**src/rtl/score_seg7_scanner.sv**
```systemverilog
// Score display scanner: shadows both players' BCD digits on a load handshake
// and time-multiplexes them onto a 4-digit active-low 7-segment display, with
// leading-zero blanking, an error dash for invalid BCD and a whole-display blink.
module score_seg7_scanner #(
   parameter int unsigned REFRESH_DIV = 100_000,
   parameter int unsigned BLINK_DIV   = 25_000_000,
   parameter bit          BLANK_LEAD  = 1'b1
) (
   input  logic       clk,
   input  logic       reset,
   input  logic [3:0] l_dig0_i,
   input  logic [3:0] l_dig1_i,
   input  logic [3:0] r_dig0_i,
   input  logic [3:0] r_dig1_i,
   input  logic       load_req_i,
   output logic       load_ack_o,
   input  logic       blink_en_i,
   output logic [6:0] seg_o,
   output logic       dp_o,
   output logic [3:0] an_o
);

   localparam int unsigned RefW   = (REFRESH_DIV > 2) ? $clog2(REFRESH_DIV) : 1;
   localparam int unsigned BlinkW = (BLINK_DIV > 2) ? $clog2(BLINK_DIV) : 1;

   // Shadow slots in scan order: {l_dig1, l_dig0, r_dig1, r_dig0}
   logic [3:0][3:0]  shadow_q, shadow_d;
   logic [1:0]       idx_q, idx_d;
   logic [RefW-1:0]  refresh_q, refresh_d;
   logic [BlinkW-1:0] blink_q, blink_d;
   logic             phase_q, phase_d;
   logic             load_ack_q;
   logic [6:0]       seg_q, seg_d;
   logic             dp_q, dp_d;
   logic [3:0]       an_q, an_d;
   logic [3:0]       digit;
   logic [6:0]       glyph;

   // Next-state: capture, refresh scan and blink phase
   always_comb begin
      shadow_d  = shadow_q;
      idx_d     = idx_q;
      refresh_d = refresh_q + RefW'(1);
      blink_d   = '0;
      phase_d   = 1'b1;
      if (load_req_i) begin
         shadow_d = {l_dig1_i, l_dig0_i, r_dig1_i, r_dig0_i};
      end
      if (refresh_q == RefW'(REFRESH_DIV - 1)) begin
         refresh_d = '0;
         idx_d     = idx_q + 2'd1;
      end
      if (blink_en_i) begin
         phase_d = phase_q;
         if (blink_q == BlinkW'(BLINK_DIV - 1)) begin
            phase_d = ~phase_q;
         end else begin
            blink_d = blink_q + BlinkW'(1);
         end
      end
   end

   // Output decode from the current slot; registered one cycle late
   always_comb begin
      digit = shadow_q[idx_q];
      unique case (digit)
         4'd0:    glyph = 7'h40;
         4'd1:    glyph = 7'h79;
         4'd2:    glyph = 7'h24;
         4'd3:    glyph = 7'h30;
         4'd4:    glyph = 7'h19;
         4'd5:    glyph = 7'h12;
         4'd6:    glyph = 7'h02;
         4'd7:    glyph = 7'h78;
         4'd8:    glyph = 7'h00;
         4'd9:    glyph = 7'h10;
         default: glyph = 7'h3F;
      endcase
      seg_d = glyph;
      // Odd slots hold tens digits
      if (BLANK_LEAD && idx_q[0] && (digit == 4'd0)) begin
         seg_d = 7'h7F;
      end
      dp_d = (idx_q != 2'd2);
      an_d = ~(4'b0001 << idx_q);
      // Dropping blink_en takes effect at once, ahead of phase_q catching up
      if (blink_en_i && !phase_q) begin
         an_d = 4'hF;
      end
   end

   // State and output registers
   always_ff @(posedge clk or posedge reset) begin
      if (reset) begin
         shadow_q   <= '0;
         idx_q      <= '0;
         refresh_q  <= '0;
         blink_q    <= '0;
         phase_q    <= 1'b1;
         load_ack_q <= 1'b0;
         seg_q      <= 7'h7F;
         dp_q       <= 1'b1;
         an_q       <= 4'hF;
      end else begin
         shadow_q   <= shadow_d;
         idx_q      <= idx_d;
         refresh_q  <= refresh_d;
         blink_q    <= blink_d;
         phase_q    <= phase_d;
         load_ack_q <= load_req_i;
         seg_q      <= seg_d;
         dp_q       <= dp_d;
         an_q       <= an_d;
      end
   end

   assign load_ack_o = load_ack_q;
   assign seg_o      = seg_q;
   assign dp_o       = dp_q;
   assign an_o       = an_q;

endmodule

```
**config.mk**
```make
export PLATFORM = sky130hd
export DESIGN_NAME = score_seg7_scanner
export DESIGN_NICKNAME = d
export VERILOG_FILES = /design/src/rtl/score_seg7_scanner.sv
export SDC_FILE = /design/constraint.sdc
export NUM_CORES = 1
export LEC_CHECK = 0
export BUFFER_PORTS_ARGS = -buffer_cell sky130_fd_sc_hd__buf_4
export CORE_MARGIN = 3
export CORE_UTILIZATION = 55
export CTS_BUF_LIST = sky130_fd_sc_hd__clkbuf_4 sky130_fd_sc_hd__clkbuf_8
export CTS_CLUSTER_DIAMETER = 200
export DETAILED_ROUTE_END_ITERATION = 7
export PLACE_DENSITY = 0.89
export SLEW_MARGIN = 40
export SYNTH_ARGS = -nofsm -noshare
export SYNTH_HDL_FRONTEND = slang
export SYNTH_SLANG_ARGS = --single-unit
```
**constraint.sdc**
```tcl
create_clock -name clk -period 2.1 [get_ports clk]
set_input_delay 0.21 -clock clk [delete_from_list [all_inputs] [get_ports clk]]
set_output_delay 0.21 -clock clk [all_outputs]
set_load 0.03 [all_outputs]
```
==> results of run 1 <==
[cell usage after synthesis (2+ instances only)]
master	n
a21oi_1	11
and2_1	5
and3_1	3
and4_1	4
clkbuf_1	7
dfrtp_1	61
dfstp_2	13
ha_1	11
inv_1	10
mux2_2	17
mux2i_1	2
mux4_2	4
nand2_1	25
nand3_1	13
nand4_1	12
nor2_1	29
nor2b_1	2
nor3_1	5
nor3b_1	2
nor4_1	5
o21ai_0	9
o31ai_1	7
or3_1	2
or4_1	5
or4_4	2
xnor2_1	19
xor2_1	10
[per-layer routing]
metal  wire length, µm  track usage (%)
met1              2860             25.6
met2              3360             32.6
met3               238             4.03
met4               101             6.04
met5                 0                0
[worst paths after layout]
kind                        startpoint  depth (start not counted)  slack [ns]             to
setup / recovery           blink_q[12]                          4        0.12    blink_q[24]
hold / removal              blink_en_i                          2        0.06        phase_q
setup reg to reg           blink_q[12]                          4        0.12    blink_q[24]
hold reg to reg             blink_q[0]                          1        0.49     blink_q[0]
max in group asynchronous        reset                          4        1.26        phase_q
min in group asynchronous        reset                          4        0.51  refresh_q[16]
[power by group through the flow]
stage               clock [mW]  sequential, mW  combinational, mW
finish                    1.19            1.53              0.284
CTS                       1.21            1.53              0.288
floorplan                    0            1.60              0.133
detailed placement           0            1.55              0.282
global route              1.27            1.53              0.310
global placement             0            1.55              0.272
[flip-flops by register name (all words and copies together), names as in the netlist]
register / count
load_ack_o: 1
an_o: 4
seg_o: 7
idx_q: 2
refresh_q: 17
phase_q: 1
shadow_q: 16
blink_q: 25
dp_o: 1
[final cells by class]
cell class	instances	area (µm²)
inverter	10	37.5
tap	75	93.8
clock inverter	5	80.1
sequential	74	1870
clock buffer	11	139
multi-input combinational	217	1560
timing repair buffer	38	300
fill	435	1980
[kinds of logic (layout without fill, tap and decap cells)]
kind of cell    count (synthesis)  after routing  synth area share (%)
simple gates                  122            122                  19.0
flops                          74             74                  53.3
compound gates                 32             32                  5.54
xor+xnor                       29             29                  7.25
mux                            23             23                  8.61
buf+inv                        20             64                  2.39
fa+ha+maj                      11             11                  3.93
[cell usage in the layout (no fill, tap or decap), types with 9 or more instances in the layout]
master | netlist | final
clkbuf_8 | 0 | 9
nand4_1 | 12 | 12
ha_1 | 11 | 11
nor2_1 | 29 | 29
a21oi_1 | 11 | 11
xnor2_1 | 19 | 19
xor2_1 | 10 | 10
nand3_1 | 13 | 13
mux2_2 | 17 | 17
buf_4 | 0 | 36
inv_1 | 10 | 9
dfrtp_1 | 61 | 59
dfstp_2 | 13 | 13
nand2_1 | 25 | 25
o21ai_0 | 9 | 9
[stage by stage]
stage	instances	cell area (µm²)
2_1_floorplan	311	3500
3_3_place_gp	413	3850
3_5_place_dp	413	3850
4_1_cts	430	4080
5_1_grt	430	4080
6_report	430	4080
[critical path, stage by stage (launching register included)]
cell	delay (ns)
dfrtp_1	0.44
nand3_2	0.14
or4_4	0.63
or4_1	0.54
a21oi_1	0.15
[what timing repair did]
| action | 4_1_cts | 5_1_grt |
|---|---|---|
| endpoints found under the hold margin | 61 | 0 |
| endpoints found under the setup margin | 0 | 3 |
| hold buffers | 1 | 0 |
| resized for setup | 0 | 2 |
==> run_results.csv, run 1 <==
group,metric,value,unit
route,drtIter0Drc,231,
global_routing,grt_pass1_wl,11.3,mm
global_routing,antenna_found_initial,0,
route,drc,0,
global_routing,grt_overflow,0,
cts,h-tree-depth,3,
route,drt_pass1_iterations,4,
setup_path,worstPathArrival,2.24,ns
floorplan,die_area,0.00736,mm²
route,wl_per_cell,15.3,µm
cells_and_area,area_growth,16.4,%
global_routing,first_global_vias,2451,
timing,fin_ws,0.124,ns
cts,cts_setup_buffers,0,
timing,rsz0062_at_grt,"false",
global_routing,grt_use_total,19.5,%
flow_run,max-cap-violations,0,
yosys,syn_inst,311,
pwr,internal_power,2.32,mW
setup_path,crit_type,"reg2reg",
yosys,synth.avg_cell_area,11.3,µm²
timing,timing.final.crit_share,94.1,%
pwr,p_comb_share,9.4,%
timing,drv_slew,0,
yosys,yosys-top-cells-area,"dfrtp_1 44%, dfstp_2 9.8%, mux2_2 5.5%, xnor2_1 4.8%, ha_1 3.9%",
timing,hold_viol,0,
floorplan,core_area,0.00606,mm²
yosys,syn_nets,342,
cts,root_buffer,"clkbuf_8",
place,pre_cts_slack,0.119,ns
floorplan,die_w,85.8,µm
yosys,yosysTopAreaCellShare,43.6,%
timing,max_freq,0.506,GHz
route,num_vias,2469,
cts,cts_sinks,74,
yosys,yosysSeqAreaShare,53.3,%
timing,skew,0.00933,ns
setup_path,end_kind,"flop",
global_routing,grt_max_degree,75,
yosys,ys_warn_count,0,
floorplan,die_h,85.8,µm
route,ant_nets,0,
yosys,async_flop_share,100,%
pwr,pwr-share-seq,50.8,%
cts,clkTransAtPathRegs,0.07,ns
timing,fin_tns_setup,0,ns
yosys,ys_seq_elements,74,
cells_and_area,drive_gt1_share,27.6,%
cts,cts_tree,"built",
floorplan,rows,28,
floorplan,io_pins,33,
pwr,swShare,22.9,%
pwr,power.switching,687,µW
worst_hold_path,hp-class,"in2reg",
route,wl,6.56,mm
timing,holdWs,0.0614,ns
yosys,synth_edf_count,0,
setup_path,critPathMaxFanout,13,
cts,cts_inserted_buffers,9,
yosys,yosysTopAreaCell,"dfrtp_1",
setup_path,startpoint_type,"flop",
cts,clk_latency,0.34,ns
yosys,synth_ff_type,"dfrtp_1",
yosys,netlist_area,0.00350,mm²
outcome,status,"complete, no violations",
place,dpl.hpwl,4.57,mm
yosys,ys_types,43,
cts,clockBufferDepth,2,
timing,max_slew_margin,61.0,%
pwr,vdd_drop_max,0.471,mV
cells_and_area,num_antenna_cells,0,
pwr,clockPowerShare,39.7,%
timing,min_period,1.98,ns
route,avgViaCountPerCell,5.74,
cells_and_area,fin_nets,381,
pwr,power_density,736,mW/mm²
cells_and_area,utilization,67.3,%
timing,finalSetupViolCount,0,
pwr,p_leak,1.73,nW
setup_path,crit_required,2.36,ns
pwr,power,3.00,mW
place,routabilityCongestion,0.910,
floorplan,initial_core_util,57.8,%
timing,tightest_slew,0.583,ns
place,port_buffers,32,
(Power assumes the default switching activity.)
==> run 2: changes to the inputs <==
--- a/config.mk
+++ b/config.mk
@@ -9,3 +9,3 @@
 export CORE_MARGIN = 3
-export CORE_UTILIZATION = 55
+export CORE_UTILIZATION = 62
 export CTS_BUF_LIST = sky130_fd_sc_hd__clkbuf_4 sky130_fd_sc_hd__clkbuf_8
@@ -13,3 +13,3 @@
 export DETAILED_ROUTE_END_ITERATION = 7
-export PLACE_DENSITY = 0.89
+export PLACE_DENSITY = 0.94
 export SLEW_MARGIN = 40
==> constraint.sdc (replaced) <==
create_clock -name clk -period 2.5 [get_ports clk]
set_input_delay 0.25 -clock clk [delete_from_list [all_inputs] [get_ports clk]]
set_output_delay 0.25 -clock clk [all_outputs]
set_load 0.005 [all_outputs]
==> run_results.csv, run 2 (synthesis gave the netlist of run 1 again) <==
group,metric,value,unit
timing,rsz0062_at_grt,"false",
timing,holdWs,-0.00206,ns
cts,root_buffer,"clkbuf_8",
cells_and_area,num_antenna_cells,0,
timing,tightest_slew,0.679,ns
cells_and_area,fin_nets,379,
outcome,status,"finished, violations left",
pwr,power_density,624,mW/mm²
floorplan,core_area,0.00527,mm²
global_routing,antenna_found_initial,0,
place,port_buffers,32,
cells_and_area,regMostFlops,"blink_q",
route,drc,0,
floorplan,io_pins,33,
timing,max_freq,0.438,GHz
cells_and_area,fillers,314,
floorplan,rows,26,
cells_and_area,utilization,77.0,%
setup_path,max_stage_delay,0.66,ns
pwr,p_leak,1.73,nW
route,wl,8.02,mm
setup_path,cp_cell_sequence,"mux4_2, inv_1, ha_1, nand2_1, o31a_1, o21ai_0",
route,avgViaCountPerCell,6.22,
setup_path,end_kind,"flop",
timing,skew,0.0110,ns
cts,post_cts_resized,0,
place,routabilityCongestion,0.835,
pwr,vdd_drop_max,0.330,mV
global_routing,first_global_vias,2706,
place,dpl.hpwl,5.34,mm
global_routing,grt_max_degree,75,
cells_and_area,area_growth,15.9,%
place,pre_cts_slack,0.316,ns
global_routing,grt_use_total,26.5,%
timing,timing.final.crit_share,91.3,%
cts,cts_tree,"built",
cells_and_area,largest_reg_flops,25,
floorplan,die_w,81.2,µm
outcome,violations,"negative hold slack",
route,drtIter0Drc,178,
timing,drv_slew,0,
cells_and_area,top_regs,"blink_q x25, refresh_q x17, shadow_q x16",
cells_and_area,drive_gt1_share,26.9,%
worst_hold_path,hp-class,"in2async",
cts,clkTransAtPathRegs,0.08,ns
setup_path,worstPathArrival,2.53,ns
timing,max_slew_margin,54.6,%
timing,fin_tns_setup,0,ns
cts,postCtsHoldBufs,0,
cells_and_area,final_common_cell,"dfrtp_1",
cts,cts_inserted_buffers,9,
route,drt_pass1_iterations,5,
cts,clk_latency,0.34,ns
timing,finalSetupViolCount,0,
floorplan,die_area,0.00659,mm²
setup_path,startpoint_type,"flop",
setup_path,cpMaxStageDelayCell,"mux4_2",
cts,cts_setup_buffers,0,
global_routing,grt_pass1_wl,13.0,mm
timing,min_period,2.28,ns
setup_path,crit_type,"reg2reg",
cts,h-tree-depth,3,
pwr,power,2.53,mW
setup_path,critPathMaxFanout,9,
cts,cts_sinks,74,
floorplan,die_h,81.2,µm
floorplan,initial_core_util,66.5,%
global_routing,grt_overflow,0,
setup_path,crit_required,2.75,ns
route,num_vias,2633,
route,wl_per_cell,19.0,µm
flow_run,max-cap-violations,0,
cts,clockBufferDepth,2,
route,ant_nets,0,
cells_and_area,final_cell_mix,"61 x dfrtp_1, 35 x buf_4, 29 x nor2_1",
timing,fin_ws,0.218,ns
timing,hold_viol,3,
-- run 2: report_power, final --
| part | internal [mW] | leakage (nW) | total, mW | switching, mW |
|---|---|---|---|---|
| registers | 1.26 | 0.933 | 1.29 | 0.0302 |
| logic | 0.102 | 0.685 | 0.204 | 0.102 |
| clock network | 0.591 | 0.109 | 1.04 | 0.451 |
| total | 1.95 | 1.73 | 2.53 | 0.584 |
-- run 2: worst max-delay path: cells and delay by family, from the launching register on --
family	cells	cell delay (ns)
multiplexers	1	0.66
flip-flops	1	0.63
AO/OA/AOI/OAI	2	0.45
adder cells (fa/ha/maj)	1	0.20
buffers and inverters	1	0.15
AND/OR/NAND/NOR	1	0.10
-- run 2: layer usage --
metal | global-route usage, % | part of all wire, % | vias up | routed length [µm]
met2 | 44.2 | 51 | 90 | 4130
met4 | 12.8 | 2.7 | 0 | 214
met3 | 4.43 | 4.1 | 24 | 325
met1 | 33.5 | 42 | 1352 | 3350
li1 | - | - | 1167 | -
met5 | 0 | 0 | - | 0
-- run 2: cell type report --
type	count	area, µm²	share of cell area (%)
clock buffer	10	138	3.39
multi-input combinational	217	1560	38.3
inverter	10	37.5	0.925
sequential	74	1870	46.0
clock inverter	6	88.8	2.19
tap	70	87.6	2.16
timing repair buffer	36	283	6.97
-- run 2: final timing paths --
check | depth (start not counted) | start | slack, ns | endpoint
worst max-delay path | 6 | idx_q[0] | 0.22 | seg_o[3]
min in group clk | 2 | blink_en_i | 0.11 | phase_q
worst min-delay path | 3 | reset | -0.002 | blink_q[9]
max in group asynchronous | 3 | reset | 2.18 | dp_o
worst max register to register | 6 | idx_q[0] | 0.22 | seg_o[3]
worst min register to register | 1 | blink_q[0] | 0.48 | blink_q[0]
-- run 2: per-stage QoR --
| stage | instance area [µm²] | instances | hold slack, ns |
|---|---|---|---|
| after floorplan | 3500 | 311 | 0.281 |
| after global placement | 3830 | 407 | 0.363 |
| after detailed placement | 3830 | 407 | 0.370 |
| after CTS | 4060 | 423 | 0.00183 |
| after global routing | 4060 | 423 | 0.0251 |
| final | 4060 | 423 | -0.00206 |
==> run 3: changes to the inputs <==
PLACE_DENSITY = 0.89   (was 0.94)
==> run_results.csv, run 3 (synthesis gave the netlist of run 1 again) <==
group,metric,value,unit
outcome,status,"complete, no violations",
floorplan,initial_core_util,66.5,%
route,drt_pass1_iterations,4,
floorplan,rows,26,
timing,timing.final.crit_share,86.2,%
setup_path,ff2ff_path_depth,6,
route,wl_met1,2.94,mm
route,dr.max_layer_used,"met4",
worst_hold_path,holdPathEnd,"phase_q",
pwr,power.switching,560,µW
global_routing,grt_max_degree,32,
place,pre_cts_slack,0.357,ns
floorplan,die_area,0.00659,mm²
floorplan,die_h,81.2,µm
route,wl_met3,349,µm
route,num_vias,2538,
pwr,p_comb_share,8.3,%
pwr,swShare,23.2,%
route,ant_nets,0,
cts,post_cts_resized,0,
setup_path,startpoint_type,"flop",
cts,clk_latency,0.35,ns
worst_hold_path,hp-class,"in2reg",
cells_and_area,num_antenna_cells,0,
floorplan,core_area,0.00527,mm²
global_routing,grt_overflow,0,
cells_and_area,fillers,313,
cells_and_area,drive_gt1_share,27.0,%
timing,fin_tns_setup,0,ns
flow_run,max-cap-violations,0,
cts,clkTransAtPathRegs,0.07,ns
route,drtIter0Drc,193,
timing,min_period,2.16,ns
worst_hold_path,whs_path_depth,2,
route,wl,7.28,mm
setup_path,critPathMaxFanout,9,
setup_path,crit_required,2.77,ns
cells_and_area,top_regs,"blink_q x25, refresh_q x17, shadow_q x16",
pwr,internal_power,1.86,mW
global_routing,grt_pass1_wl,12.0,mm
pwr,power_density,599,mW/mm²
timing,drv_slew,0,
route,drc,0,
timing,tightest_slew,0.537,ns
floorplan,die_w,81.2,µm
global_routing,antenna_found_initial,0,
global_routing,grt_use_total,24.7,%
pwr,p_leak,1.73,nW
worst_hold_path,hold_start,"blink_en_i",
place,port_buffers,32,
cts,cts_inserted_buffers,9,
cells_and_area,final_common_cell,"dfrtp_1",
timing,hold_viol,0,
cells_and_area,area_growth,15.2,%
cts,root_buffer,"clkbuf_8",
cells_and_area,final-seq-area,0.00187,mm²
setup_path,end_kind,"flop",
cts,cts_tree,"built",
timing,skew,0.0109,ns
global_routing,first_global_vias,2547,
cts,clockBufferDepth,2,
setup_path,r2r_setup_slack,0.34,ns
place,dpl.hpwl,5.04,mm
cts,h-tree-depth,3,
timing,finalSetupViolCount,0,
setup_path,worstPathArrival,2.42,ns
pwr,vdd_drop_max,0.506,mV
pwr,clockPowerShare,38.4,%
timing,max_slew_margin,64.1,%
pwr,pwr-share-seq,53.3,%
cells_and_area,multi_input_area,0.00156,mm²
setup_path,worstReg2RegEnd,"seg_o[3]",
place,placed_area,0.00383,mm²
timing,rsz0062_at_grt,"false",
floorplan,io_pins,33,
setup_path,crit_type,"reg2reg",
cells_and_area,fin_nets,381,
timing,max_freq,0.464,GHz
timing,fin_ws,0.344,ns
route,avgViaCountPerCell,5.97,
cells_and_area,final_cell_area,0.00404,mm²
cells_and_area,final_cell_mix,"61 x dfrtp_1, 37 x buf_4, 29 x nor2_1",
setup_path,crit-reg2reg-launch,"idx_q[0]",
place,routabilityCongestion,0.820,
cells_and_area,largest_reg_flops,25,
cells_and_area,regMostFlops,"blink_q",
route,route.met2.wl,3.87,mm
cts,cts_sinks,74,
route,wl_per_cell,17.1,µm
## run 3: power groups by stage
stage | sequential [mW] | clock (mW) | combinational, mW
2_1_floorplan | 1.30 | 0 | 0.112
3_3_place_gp | 1.30 | 0 | 0.188
3_5_place_dp | 1.31 | 0 | 0.198
4_1_cts | 1.29 | 0.940 | 0.204
5_1_grt | 1.29 | 0.996 | 0.224
6_report | 1.29 | 0.929 | 0.201
## run 3: area by class of cell
cell class                 instances  share of cell area [%]
sequential                        74                    46.3
clock buffer                      11                    3.60
clock inverter                     5                    1.30
inverter                          10                   0.930
tap                               70                    2.17
timing repair buffer              38                    7.13
multi-input combinational        217                    38.6
## run 3: metal layers
layer | up-vias | track usage [%]
met1 | 1267 | 28.6
met3 | 17 | 8.87
met2 | 74 | 42.3
met5 | - | 0
met4 | 0 | 8.45
li1 | 1180 | -
## run 3: worst max-delay path, cell delays in order (launching register included)
cell and delay (ns):
dfrtp_1 0.58, mux4_2 0.62, inv_1 0.14, ha_1 0.21, nand2_1 0.09, o31a_1 0.32
o21ai_0 0.11
## run 3: metrics by stage
stage	power, mW	utilization, %	cells	hold slack [ns]
final	2.42	76.6	425	0.0823
after global routing	2.51	76.6	425	0.0984
after CTS	2.43	76.6	425	0.0789
after detailed placement	1.51	72.6	408	0.329
after global placement	1.49	72.6	408	0.320
after floorplan	1.41	-	311	0.281
## run 3: worst max-delay path by stage
stage	slack [ns]	to	startpoint	depth (start not counted)
4_1_cts	0.34	seg_o[3]	idx_q[0]	6
6_report	0.34	seg_o[3]	idx_q[0]	6
5_1_grt	0.22	seg_o[3]	idx_q[0]	6
3_5_place_dp	0.36	seg_o[3]	idx_q[0]	6
3_3_place_gp	0.51	seg_o[5]	idx_q[0]	6
2_1_floorplan	0.39	blink_q[0]	reset	1
## run 3: timing repair
action,in CTS,in global routing
endpoints found under the setup margin,0,0
buffers inserted,0,0
hold buffers,1,0
endpoints found under the hold margin,24,0
